**src/rtl/alu_pkg.sv**
```systemverilog
// alu_pkg: ctrl encodings and FSM state type shared by alu_seq and its bench.
package alu_pkg;
    localparam logic [3:0] ALU_AND  = 4'b0000;
    localparam logic [3:0] ALU_OR   = 4'b0001;
    localparam logic [3:0] ALU_ADD  = 4'b0010;
    localparam logic [3:0] ALU_SLL  = 4'b0011;
    localparam logic [3:0] ALU_SRLV = 4'b0100;
    localparam logic [3:0] ALU_SLTU = 4'b0101;
    localparam logic [3:0] ALU_SUB  = 4'b0110;
    localparam logic [3:0] ALU_SLT  = 4'b0111;
    localparam logic [3:0] ALU_SRAV = 4'b1000;
    localparam logic [3:0] ALU_LUI  = 4'b1001;
    localparam logic [3:0] ALU_ORI  = 4'b1010;
    localparam logic [3:0] ALU_SEQ  = 4'b1011;
    localparam logic [3:0] ALU_NOR  = 4'b1100;
    localparam logic [3:0] ALU_NAND = 4'b1101;
    localparam logic [3:0] ALU_MULU = 4'b1110;
    localparam logic [3:0] ALU_DIVU = 4'b1111;
    typedef enum logic [1:0] {IDLE, MUL, DIV, DONE} state_e;
endpackage

```
**src/rtl/alu_muldiv_iter.sv**
```systemverilog
// alu_muldiv_iter: one-bit-per-cycle unsigned shift-add multiply / restoring divide.
module alu_muldiv_iter #(
    parameter int WIDTH = 32
) (
    input  logic             clk_i,
    input  logic             rst_i,
    input  logic             start_i,
    input  logic             is_div_i,
    input  logic [WIDTH-1:0] a_i,
    input  logic [WIDTH-1:0] b_i,
    output logic             busy_o,
    output logic             done_o,
    output logic [WIDTH-1:0] lo_o,
    output logic [WIDTH-1:0] hi_o
);
    localparam int CW = $clog2(WIDTH);
    logic [CW-1:0] cnt_q, cnt_d;
    logic busy_q, busy_d, div_q, div_d;
    logic [WIDTH-1:0] hi_q, hi_d, lo_q, lo_d, b_q, b_d;
    logic [WIDTH:0] add_sum, rem_sh, rem_sub;
    always_comb begin
        add_sum = {1'b0, hi_q} + {1'b0, b_q};
        rem_sh  = {hi_q, lo_q[WIDTH-1]};
        rem_sub = rem_sh - {1'b0, b_q};
        done_o  = busy_q && (cnt_q == CW'(WIDTH - 1));
        cnt_d   = cnt_q;
        busy_d  = busy_q;
        div_d   = div_q;
        hi_d    = hi_q;
        lo_d    = lo_q;
        b_d     = b_q;
        if (start_i) begin
            cnt_d  = '0;
            busy_d = 1'b1;
            div_d  = is_div_i;
            hi_d   = '0;
            lo_d   = a_i;
            b_d    = b_i;
        end else if (busy_q) begin
            cnt_d  = cnt_q + CW'(1);
            busy_d = !done_o;
            // hi holds the partial remainder / upper product; lo shifts quotient bits in or multiplier bits out
            if (div_q) begin
                hi_d = rem_sub[WIDTH] ? rem_sh[WIDTH-1:0] : rem_sub[WIDTH-1:0];
                lo_d = {lo_q[WIDTH-2:0], !rem_sub[WIDTH]};
            end else begin
                {hi_d, lo_d} = lo_q[0] ? {add_sum, lo_q[WIDTH-1:1]} : {1'b0, hi_q, lo_q[WIDTH-1:1]};
            end
        end
    end
    always_ff @(posedge clk_i) begin
        if (rst_i) begin
            cnt_q  <= '0;
            busy_q <= 1'b0;
            div_q  <= 1'b0;
            hi_q   <= '0;
            lo_q   <= '0;
            b_q    <= '0;
        end else begin
            cnt_q  <= cnt_d;
            busy_q <= busy_d;
            div_q  <= div_d;
            hi_q   <= hi_d;
            lo_q   <= lo_d;
            b_q    <= b_d;
        end
    end
    assign busy_o = busy_q;
    assign lo_o   = lo_q;
    assign hi_o   = hi_q;
endmodule

```
**src/rtl/alu_seq.sv**
```systemverilog
// alu_seq: registered EX-stage ALU; single-cycle ops plus iterative mulu/divu with hi/lo results.
module alu_seq
    import alu_pkg::*;
#(
    parameter  int WIDTH = 32,
    localparam int SHW   = $clog2(WIDTH)
) (
    input  logic             clk_i,
    input  logic             rst_i,
    input  logic             valid_i,
    output logic             ready_o,
    input  logic [3:0]       ctrl_i,
    input  logic [WIDTH-1:0] src1_i,
    input  logic [WIDTH-1:0] src2_i,
    input  logic [SHW-1:0]   shamt,
    input  logic [15:0]      imm,
    output logic             valid_o,
    output logic [WIDTH-1:0] result_o,
    output logic [WIDTH-1:0] result_hi_o,
    output logic             zero_o,
    output logic             ovf_o,
    output logic             dz_o
);
    state_e state_q, state_d;
    logic valid_q, valid_d, zero_q, zero_d, ovf_q, ovf_d, dz_q, dz_d;
    logic it_start, it_busy, it_done, sc_ovf;
    logic [WIDTH-1:0] res_q, res_d, hi_q, hi_d, it_lo, it_hi, sc_res, sum, diff;
    logic [WIDTH+15:0] lui_w;

    alu_muldiv_iter #(.WIDTH(WIDTH)) u_iter (
        .clk_i   (clk_i),
        .rst_i   (rst_i),
        .start_i (it_start),
        .is_div_i(ctrl_i == ALU_DIVU),
        .a_i     (src1_i),
        .b_i     (src2_i),
        .busy_o  (it_busy),
        .done_o  (it_done),
        .lo_o    (it_lo),
        .hi_o    (it_hi)
    );

    always_comb begin
        sum    = src1_i + src2_i;
        diff   = src1_i - src2_i;
        lui_w  = {imm, {WIDTH{1'b0}}};
        sc_res = '0;
        sc_ovf = 1'b0;
        case (ctrl_i)
            ALU_AND:  sc_res = src1_i & src2_i;
            ALU_OR:   sc_res = src1_i | src2_i;
            ALU_ADD: begin
                sc_res = sum;
                sc_ovf = (src1_i[WIDTH-1] == src2_i[WIDTH-1]) && (sum[WIDTH-1] != src1_i[WIDTH-1]);
            end
            ALU_SUB: begin
                sc_res = diff;
                sc_ovf = (src1_i[WIDTH-1] != src2_i[WIDTH-1]) && (diff[WIDTH-1] != src1_i[WIDTH-1]);
            end
            ALU_NOR:  sc_res = ~(src1_i | src2_i);
            ALU_NAND: sc_res = ~(src1_i & src2_i);
            ALU_SLT:  sc_res = WIDTH'($signed(src1_i) < $signed(src2_i));
            ALU_SLTU: sc_res = WIDTH'(src1_i < src2_i);
            ALU_SLL:  sc_res = src2_i << shamt;
            ALU_SRLV: sc_res = src2_i >> src1_i[SHW-1:0];
            ALU_SRAV: sc_res = $signed(src2_i) >>> src1_i[SHW-1:0];
            ALU_LUI:  sc_res = lui_w[WIDTH+15:16];
            ALU_ORI:  sc_res = src1_i | WIDTH'(imm);
            ALU_SEQ:  sc_res = WIDTH'(src1_i == src2_i);
            ALU_DIVU: sc_res = '1;
            default:  sc_res = '0;
        endcase
    end

    assign ready_o = (state_q == IDLE) && !it_busy;

    always_comb begin
        state_d  = state_q;
        valid_d  = 1'b0;
        res_d    = res_q;
        hi_d     = hi_q;
        ovf_d    = ovf_q;
        dz_d     = dz_q;
        it_start = 1'b0;
        case (state_q)
            IDLE: if (valid_i && ready_o) begin
                if (ctrl_i == ALU_MULU || (ctrl_i == ALU_DIVU && src2_i != '0)) begin
                    it_start = 1'b1;
                    state_d  = (ctrl_i == ALU_MULU) ? MUL : DIV;
                end else begin
                    // divide-by-zero lands here too: all-ones quotient, dividend as remainder
                    valid_d = 1'b1;
                    res_d   = sc_res;
                    hi_d    = (ctrl_i == ALU_DIVU) ? src1_i : '0;
                    ovf_d   = sc_ovf;
                    dz_d    = (ctrl_i == ALU_DIVU);
                end
            end
            MUL, DIV: if (it_done) state_d = DONE;
            DONE: begin
                state_d = IDLE;
                valid_d = 1'b1;
                res_d   = it_lo;
                hi_d    = it_hi;
                ovf_d   = 1'b0;
                dz_d    = 1'b0;
            end
        endcase
        zero_d = (res_d == '0);
    end

    always_ff @(posedge clk_i) begin
        if (rst_i) begin
            state_q <= IDLE;
            valid_q <= 1'b0;
            res_q   <= '0;
            hi_q    <= '0;
            zero_q  <= 1'b1;
            ovf_q   <= 1'b0;
            dz_q    <= 1'b0;
        end else begin
            state_q <= state_d;
            valid_q <= valid_d;
            res_q   <= res_d;
            hi_q    <= hi_d;
            zero_q  <= zero_d;
            ovf_q   <= ovf_d;
            dz_q    <= dz_d;
        end
    end

    assign valid_o     = valid_q;
    assign result_o    = res_q;
    assign result_hi_o = hi_q;
    assign zero_o      = zero_q;
    assign ovf_o       = ovf_q;
    assign dz_o        = dz_q;
endmodule
```
**config.mk**
```make
export PLATFORM = sky130hd
export DESIGN_NAME = alu_seq
export DESIGN_NICKNAME = d
export VERILOG_FILES = /design/src/rtl/alu_pkg.sv /design/src/rtl/alu_muldiv_iter.sv /design/src/rtl/alu_seq.sv
export SDC_FILE = /design/constraint.sdc
export NUM_CORES = 1
export LEC_CHECK = 0
export CAP_MARGIN = 30
export CELL_PAD_IN_SITES_DETAIL_PLACEMENT = 1
export CELL_PAD_IN_SITES_GLOBAL_PLACEMENT = 1
export CORE_UTILIZATION = 40
export CTS_CLUSTER_SIZE = 28
export DETAILED_ROUTE_END_ITERATION = 10
export DONT_BUFFER_PORTS = 1
export PLACE_DENSITY = 0.76
export REMOVE_ABC_BUFFERS = 1
export SLEW_MARGIN = 40
export SYNTH_ARGS = -nofsm -noshare
export SYNTH_HDL_FRONTEND = slang
export SYNTH_SLANG_ARGS = --single-unit
```
**constraint.sdc**
```tcl
create_clock -name clk_i -period 11.8 [get_ports clk_i]
set_input_delay 2.36 -clock clk_i [delete_from_list [all_inputs] [get_ports clk_i]]
set_output_delay 2.36 -clock clk_i [all_outputs]
set_load 0.03 [all_outputs]
```
After elaboration in Yosys (flattened, before gate mapping)
Index checks and enable logic that the tools add are counted.
{"block": "totals", "reg_bits": 173, "inputBits": 92, "output_inout_bits": 69, "elab_cells": 110}
{"block": "classes", "addsub": 5, "order_cmp": 2, "n_eq_ne": 28, "n_shift": 3, "mux": 34, "n_bitwise": 5, "n_reduce_logical": 20}
{"cell": "$pmux W32 S15", "count": 1}
{"cell": "$mux W32", "count": 10}
{"cell": "$pmux W32 S2", "count": 2}
{"cell": "$lt A32 B32 Y1", "count": 2}
{"cell": "$mux W64", "count": 1}
{"cell": "$not A32 Y32", "count": 2}
{"cell": "$add A32 B32 Y33", "count": 1}
{"cell": "$sub A33 B32 Y33", "count": 1}
{"cell": "$add A32 B32 Y32", "count": 1}
{"cell": "$and A32 B32 Y32", "count": 1}
{"cell": "$eq A32 B32 Y1", "count": 1}
{"cell": "$eq A4 B4 Y1 const B", "count": 8}
{"cell": "$logic_not A32 Y1", "count": 1}
{"cell": "$or A32 B16 Y32", "count": 1}
{"cell": "$or A32 B32 Y32", "count": 1}
{"cell": "$reduce_bool A32 Y1", "count": 1}
{"cell": "$shl A32 B5 Y32", "count": 1}
{"cell": "$shr A32 B5 Y32", "count": 1}
{"cell": "$sshr A32 B5 Y32", "count": 1}
{"cell": "$sub A32 B32 Y32", "count": 1}
{"cell": "$eq A4 B3 Y1 const B", "count": 4}
{"cell": "$mux W1", "count": 11}
{"cell": "$eq A4 B2 Y1 const B", "count": 2}
{"cell": "$mux W2", "count": 4}
{"cell": "other kinds (19)", "count": 37}

Longest topological paths before layout
Gate-level depths: netlist of run 1.
{"block": "depth", "word_depth": 7, "depth_mapped": 22, "depth_no_buf": 16}

Cells and area by module
From an unflattened synthesis of run 1, not the netlist that was laid out.
{"block": "unflattened", "cells_unflattened": 3277, "area_unflattened_um2": 23911.7}
{"module": "alu_seq", "instances": 1, "cells_each": 2107, "area_each_um2": 15095.7, "seq_area_each_um2": 1401.3}
{"module": "alu_muldiv_iter", "instances": 1, "cells_each": 1170, "area_each_um2": 8816.0, "seq_area_each_um2": 2062.0}

Worst setup path before layout of run 1
OpenSTA, ideal clock, no wires.
{"block": "synth_path", "path_kind": "input-to-reg", "startpoint": "input src1_i[2]", "endpoint": "register zero_q (netlist: zero_o)", "setup_ns": 0.096, "arrival_ns": 6.692, "t_required_ns": 11.704, "path_slack_ns": 5.012, "path_stages": 22, "n_path_buf": 7, "cell_sequence": "buf_2 -> buf_6 -> buf_2 -> buf_2 -> inv_2 -> clkbuf_1 -> ha_1 -> buf_2 -> or3_1 -> a31oi_2 -> or3_1 -> buf_6 -> nor4_2 -> or4_4 -> a211oi_2 -> o21ai_1 -> a2111o_1 -> nor4_2 -> nand4_1 -> nor4b_2 -> nand4b_1 -> o41ai_2"}
{"block": "synth_between", "elab_chain_cells": 7, "elab_cells_between_ends": 17, "classes_between": "add/sub: 2; order compare: 2; eq/ne: 1; shift: 2; mux: 4; bitwise: 5; reduce/logical: 1"}
{"item": "from (decl)", "line": "alu_seq.sv:13", "text": "input logic [WIDTH-1:0] src1_i,"}
{"item": "branches (longest 2 deep; another with $sub A32 B32 Y32)"}
{"item": "$pmux W32 S15 (*)", "line": "alu_seq.sv:49", "text": "case (ctrl_i)"}
{"item": "$mux W32 (*)", "line": "alu_seq.sv:87", "text": "if (ctrl_i == ALU_MULU || (ctrl_i == ALU_DIVU && src2_i != '0)) begin"}
{"item": "$mux W32 (*)", "line": "alu_seq.sv:86", "text": "IDLE: if (valid_i && ready_o) begin"}
{"item": "$pmux W32 S2 (*)", "line": "alu_seq.sv:85", "text": "case (state_q)"}
{"item": "$logic_not A32 Y1 (*)", "line": "alu_seq.sv:109", "text": "zero_d = (res_d == '0);"}
{"item": "to (signal assigned)", "line": "alu_seq.sv:126", "text": "zero_q <= zero_d;"}
{"item": "to (decl)", "line": "alu_seq.sv:25", "text": "logic valid_q, valid_d, zero_q, zero_d, ovf_q, ovf_d, dz_q, dz_d;"}
Mark *: on every way between the ends.
A chain may end at the register's enable or synchronous reset.

Worst setup path after layout of run 1
{"block": "layout_path", "startpoint": "input src1_i[0]", "endpoint": "register zero_q (netlist: zero_o)"}
Same word-level chain as after synthesis.

==> flow_summary.ini, run 1 <==
[drt]
ant_nets = 0
firstDrtPassIters = 8
routed_wirelength_um = 121000
drc_errors = 0
wl_per_cell_um = 33.1
wl_met1_um = 48600
top_layer = met5
via_per_inst = 6.98
route.vias.total = 25439
drt_iter0_markers = 3026
met2WireLength_um = 52800
wl_met3_um = 11100

[global_routing]
gr-total-overflow = 0
grt_first_pass_wirelength_um = 175000
grt_pass1_vias = 25170
grt_usage = 0.416
grt_start_max_net_pins = 125
antenna_found_initial = 10

[timing]
worstMarginPinSlew_ns = 1.05
rsz0062_at_grt = false
setup_viol = 0
finalMaxSlewViolations = 0
worst_slack_ns = 5.12
hold_viol = 0
relSlewSlack = 0.299
period_share = 0.566
clock.fmax_mhz = 150
setup_tns_ns = 0
holdWs_ns = 0.483
period_needed_ns = 6.68
skew_ns = 0.0125

[finish]
fin_cells = 3645
nFillCells = 6833
finish.net_count = 3139
drive_above_1_share = 0.0771
areaGrowthSynthToFinish_pct = 5.12
final_core_util = 0.425
postLayoutCellArea_sq_um = 23400

[yosys]
synth_area_sq_um = 22200
ys.warnings.count = 0
syn_avg_cell_area_sq_um = 7.28
yosysUniqueCellTypes = 96
synth_area_leader_cell = dfxtp_1
synth.area.top_cells = dfxtp_1 16%, ha_1 9.9%, a21oi_1 6.3%
seq_area_frac_synth = 0.156
syn_inst = 3053
synth_edf_count = 0
yosys_most_used_dff = dfxtp_1
ys_ff_latch = 173
synthArstFlopShare = 0
synth_top_area_share = 0.156

[setup_path]
path_max_fanout = 44
cp_common_cell = or3_1
r2r-end = u_iter.hi_o[29]
path_class = in2reg
cp_cell_sequence = inv_2 -> ha_1 -> fa_1 -> or3_1 -> a31oi_2 -> or3_1 -> nand3_1 -> and2_1 -> a221o_1 -> a221oi_1 -> o21ai_0 -> nor4_2 -> nand4_1 -> nor4b_2 -> nand4b_1 -> o41ai_2
critPathMaxStageDelay_ns = 0.42
critPathTopFamily = simple AND/OR/NAND/NOR gates
cp.required_ns = 12.17
rr_worst_depth = 17
timing.rr.start = u_iter.lo_o[31]
regToRegSetupSlack_ns = 6.65
cp.buffers_inverters = 1
critPathLaunchType = input port
critPathSlowestCell = fa_1
end_kind = flip-flop
crit_arrival_ns = 7.05

[clocking]
cts.sinks = 173
cts_resized = 0
root_buffer = clkbuf_16
clockBufferDepth = 2
postCtsHoldBufs = 0
cts.htree.levels = 4
post_cts_buffers = 0
cts_tree = built
clock_latency_ns = 0.46
numCtsBuffers = 17
cts.clk_slew.worst_paths_ns = 0.08

[power_and_ir_drop]
p_total_mw = 2.85
powerDensity_nw_per_um2 = 122
p_leak_nw = 8.94
peakVddDrop_mv = 0.114

[min_path]
whs_path_depth = 2
min_from = u_iter.b_q[30]
min_to = u_iter.b_q[30]
hp-class = reg2reg

[floorplanning]
fp-row-count = 86
coreArea_sq_um = 55000
start_util = 0.404
die_height_um = 238
io_pins = 161
dieWidth_um = 238
die_area_sq_um = 56500

[placement]
pre_cts_ws_ns = 4.74
place_area_sq_um = 22700
gp_congestion = 1.06
dp_cells = 3595
port_buffers = 0
dp.final_hpwl_um = 93200

[outcome]
status = complete, no violations

[job]
drv_cap = 0
[flip-flops by register name, summed over array words and instances (netlist names)]
signal / cells
zero_o: 1
u_iter.hi_o: 32
dz_o: 1
valid_o: 1
u_iter.b_q: 32
u_iter.lo_o: 32
result_hi_o: 32
u_iter.cnt_q: 5
state_q: 2
u_iter.busy_o: 1
u_iter.div_q: 1
result_o: 32
ovf_o: 1
[cells in the final DEF (no fill, tap or decap), types with 37 or more instances in the layout]
| master | count |
|---|---|
| dfxtp_1 | 170 |
| a211oi_1 | 79 |
| a21o_1 | 46 |
| nor2_1 | 323 |
| a21oi_1 | 279 |
| nor3_1 | 66 |
| mux2i_1 | 119 |
| mux4_2 | 46 |
| buf_4 | 43 |
| o21ai_0 | 157 |
| xnor2_1 | 56 |
| ha_1 | 176 |
| inv_1 | 154 |
| nor2b_1 | 37 |
| o211ai_1 | 41 |
| nand2_1 | 289 |
| nand3_1 | 55 |
| a222oi_1 | 37 |
[worst min-delay path, stage by stage (launching register included)]
cell	delay, ns
dfxtp_1	0.33
nand2_1	0.06
a21oi_1	0.05
[layer usage]
metal	GRT usage	vias to the layer above
met1	0.528	12776
met5	0	-
li1	-	10989
met4	0.251	2
met3	0.0866	308
met2	0.647	1364
[cells in the mapped netlist (13+ instances only)]
cell type and count:
inv_1 155, mux2_2 27, a221oi_1 23, xnor2_1 56
nor2_1 329, nor3_1 68, a311oi_1 13, or3_1 19
nor2b_1 37, a222oi_1 37, xor2_1 16, buf_1 22
or2_2 14, o21ai_1 15, a21oi_1 282, o22ai_1 21
nand3_1 55, dfxtp_1 173, nand4_1 18, and2_1 22
o31ai_1 26, clkbuf_1 195, a21o_1 46, a211o_1 13
o21bai_1 19, o2111ai_1 15, a22oi_1 27, o21ai_0 157
o21a_1 24, nor4_1 25, mux4_2 46, ha_1 176
nand2b_1 24, mux2i_1 119, a211oi_1 79, buf_2 28
a22o_1 13, and3_1 28, o221ai_1 24, a31oi_1 26
a221o_1 26, nand2_1 290, o211ai_1 41
[report_power, final]
group          switching, mW  internal, mW
Sequential             0.130         0.635
Clock                  0.284         0.357
Combinational          0.937         0.510
Total                   1.35          1.50
[area by class of cell]
cell class / instances / area, sq um / share of cell area
Timing Repair Buffer: 46 / 368 / 0.0157
Inverter: 164 / 616 / 0.0263
Clock inverter: 13 / 196 / 0.00840
Multi-Input combinational cell: 2465 / 17300 / 0.740
Sequential cell: 173 / 3470 / 0.149
Clock buffer: 19 / 454 / 0.0194
Antenna cell: 17 / 42.5 / 0.00182
Tap cell: 748 / 936 / 0.0400
[logic make-up (layout without fill, tap and decap cells)]
logic type | count (synthesis) | after routing | synth area share
flops | 173 | 173 | 0.156
buf+inv | 415 | 242 | 0.0732
simple gates | 988 | 988 | 0.208
compound gates | 1025 | 1025 | 0.314
other cells | 0 | 17 | 0
fa+ha+maj | 180 | 180 | 0.103
mux | 200 | 200 | 0.118
xor+xnor | 72 | 72 | 0.0284
[worst max-delay path by stage]
stage,start,to,slack (ns),cells after the start
final,src1_i[0],zero_o,5.12,16
after global routing,src1_i[4],zero_o,4.97,15
after CTS,src1_i[0],zero_o,5.20,16
after detailed placement,src1_i[0],zero_o,4.74,16
after global placement,src2_i[19],zero_o,4.78,15
after floorplan,ctrl_i[1],u_iter.hi_o[12],4.57,6
Power figures use the tool's default switching activity.
==> run 2: changes to the inputs <==
==> constraint.sdc (replaced) <==
create_clock -name clk_i -period 6.7 [get_ports clk_i]
set_input_delay 1.34 -clock clk_i [delete_from_list [all_inputs] [get_ports clk_i]]
set_output_delay 1.34 -clock clk_i [all_outputs]
set_load 0.03 [all_outputs]
==> run 2 against run 1 <==
  * Sequential cell count unchanged
  * Critical path depth down 1
  * Global-route usage is 1.0 points higher
  * Critical endpoint unchanged
  * Highest routed layer unchanged
==> flow_summary.ini, run 2 (synthesis gave the netlist of run 1 again) <==
[outcome]
status = complete, no violations

[placement]
dp.final_hpwl_um = 95500
port_buffers = 0
dp_cells = 3625
pre_cts_ws_ns = 0.667
gp_congestion = 1.05

[drt]
routed_wirelength_um = 123000
route.vias.total = 25623
wl_per_cell_um = 33.5
drc_errors = 0
ant_nets = 0
via_per_inst = 6.97
firstDrtPassIters = 8
drt_iter0_markers = 2807

[min_path]
min_from = u_iter.b_q[11]
hp-class = reg2reg
whs_path_depth = 2
min_to = u_iter.b_q[11]

[global_routing]
grt_first_pass_wirelength_um = 178000
antenna_found_initial = 16
grt_start_max_net_pins = 125
gr-total-overflow = 0
grt_pass1_vias = 25221
grt_usage = 0.426

[setup_path]
path_depth = 15
critPathSlowestCell = ha_1
cp.required_ns = 7.07
cp_common_cell = nor2_1
timing.rr.start = u_iter.lo_o[31]
rr_worst_depth = 15
r2r-end = u_iter.hi_o[11]
cp_cell_sequence = clkinv_1 -> ha_1 -> nor3_1 -> a2111oi_4 -> o211ai_1 -> a211oi_2 -> nor2_1 -> a2111oi_2 -> o41ai_1 -> a21o_1 -> a21oi_1 -> nor2_1 -> a2111oi_0 -> nor2_1 -> o41ai_2
end_kind = flip-flop
regToRegSetupSlack_ns = 1.65
crit_arrival_ns = 6.03
path_class = in2reg
critPathMaxStageDelay_ns = 0.58
critPathTopFamily = compound AO/OA/AOI/OAI gates
critPathLaunchType = input port
cp.buffers_inverters = 1
path_max_fanout = 26

[floorplanning]
coreArea_sq_um = 55000
dieWidth_um = 238
die_height_um = 238
fp-row-count = 86
start_util = 0.404
io_pins = 161
die_area_sq_um = 56500

[timing]
setup_viol = 0
period_needed_ns = 5.65
period_share = 0.844
relSlewSlack = 0.346
clock.fmax_mhz = 177
hold_viol = 0
skew_ns = 0.0228
rsz0062_at_grt = false
worst_slack_ns = 1.05
finalMaxSlewViolations = 0
worstMarginPinSlew_ns = 0.979

[power_and_ir_drop]
peakVddDrop_mv = 0.190
p_leak_nw = 9.05
powerDensity_nw_per_um2 = 210

[finish]
final_cell_mix = 325 x nor2_1, 290 x nand2_1, 280 x a21oi_1
final_core_util = 0.428
layout_commonest_cell = nor2_1
areaGrowthSynthToFinish_pct = 5.78
drive_above_1_share = 0.0863
fin_cells = 3677
finish.net_count = 3168

[clocking]
post_cts_buffers = 0
numCtsBuffers = 17
clock_latency_ns = 0.46
postCtsHoldBufs = 0
cts.sinks = 173
cts_resized = 0
cts.clk_slew.worst_paths_ns = 0.09
clockBufferDepth = 2
root_buffer = clkbuf_16
cts.htree.levels = 4
cts_tree = built

[job]
drv_cap = 0
## run 2: cell count changes in the layout (fill, tap and decap cells not counted), moves of 2 or more
| cell | change |
|---|---|
| a311oi_2 | +2 |
| diode_2 | +3 |
| nor2_1 | +2 |
| nor2_2 | -2 |
| inv_6 | +2 |
| buf_4 | +29 |
| a311oi_1 | -2 |
| bufinv_16 | -3 |
## run 2: final cells by class
| class | instances | area (sq um) |
|---|---|---|
| Fill cell | 6859 | 31500 |
| Multi-Input combinational cell | 2465 | 17300 |
| Sequential cell | 173 | 3470 |
| Tap cell | 748 | 936 |
| Inverter | 164 | 616 |
| Timing Repair Buffer | 75 | 582 |
| Clock buffer | 18 | 429 |
| Clock inverter | 14 | 143 |
| Antenna cell | 20 | 50.0 |
## run 2: worst reg2reg max path, cell delays in order (launching register included)
cell and delay [ns]:
dfxtp_1 0.47, inv_1 0.08, ha_1 0.24, fa_1 0.44, nor2b_1 0.13, o21ai_0 0.17, a21boi_0 0.40, o22ai_1 0.27
o41ai_2 0.55, o221a_2 0.36, o31ai_2 0.14, o311ai_4 0.51, buf_4 0.48, mux2_2 0.41, a21oi_1 0.14, o21ai_0 0.10
## run 2: worst max-delay path by stage
| stage | startpoint | to | slack (ns) |
|---|---|---|---|
| 6_report | src1_i[4] | zero_o | 1.05 |
| 5_1_grt | src1_i[4] | zero_o | 0.86 |
| 4_1_cts | src1_i[0] | zero_o | 1.17 |
| 3_5_place_dp | src1_i[0] | zero_o | 0.67 |
| 3_3_place_gp | src2_i[2] | zero_o | 0.69 |
| 2_1_floorplan | u_iter.lo_o[31] | u_iter.hi_o[18] | -0.01 |
## run 2: power breakdown
part	internal, mW	switching, mW	total [mW]	leakage (nW)
logic	0.919	1.66	2.58	7.37
clock network	0.498	0.508	1.01	0.277
registers	1.12	0.230	1.35	1.40
## run 2: layer usage
layer / global-route usage / wire, um
met3: 0.0900 / 11600
met5: 0 / 24
met2: 0.658 / 54200
met4: 0.263 / 7830
met1: 0.541 / 49700
## run 2: per-stage QoR
stage	hold slack (ns)	cell area (sq um)	power (mW)	TNS (ns)
5_1_grt	0.517	23500	5.13	0
2_1_floorplan	0.447	21200	2.92	-0.0247
6_report	0.487	23500	4.93	0
3_3_place_gp	0.464	22800	3.79	0
3_5_place_dp	0.475	22900	3.85	0
4_1_cts	0.486	23500	4.86	0
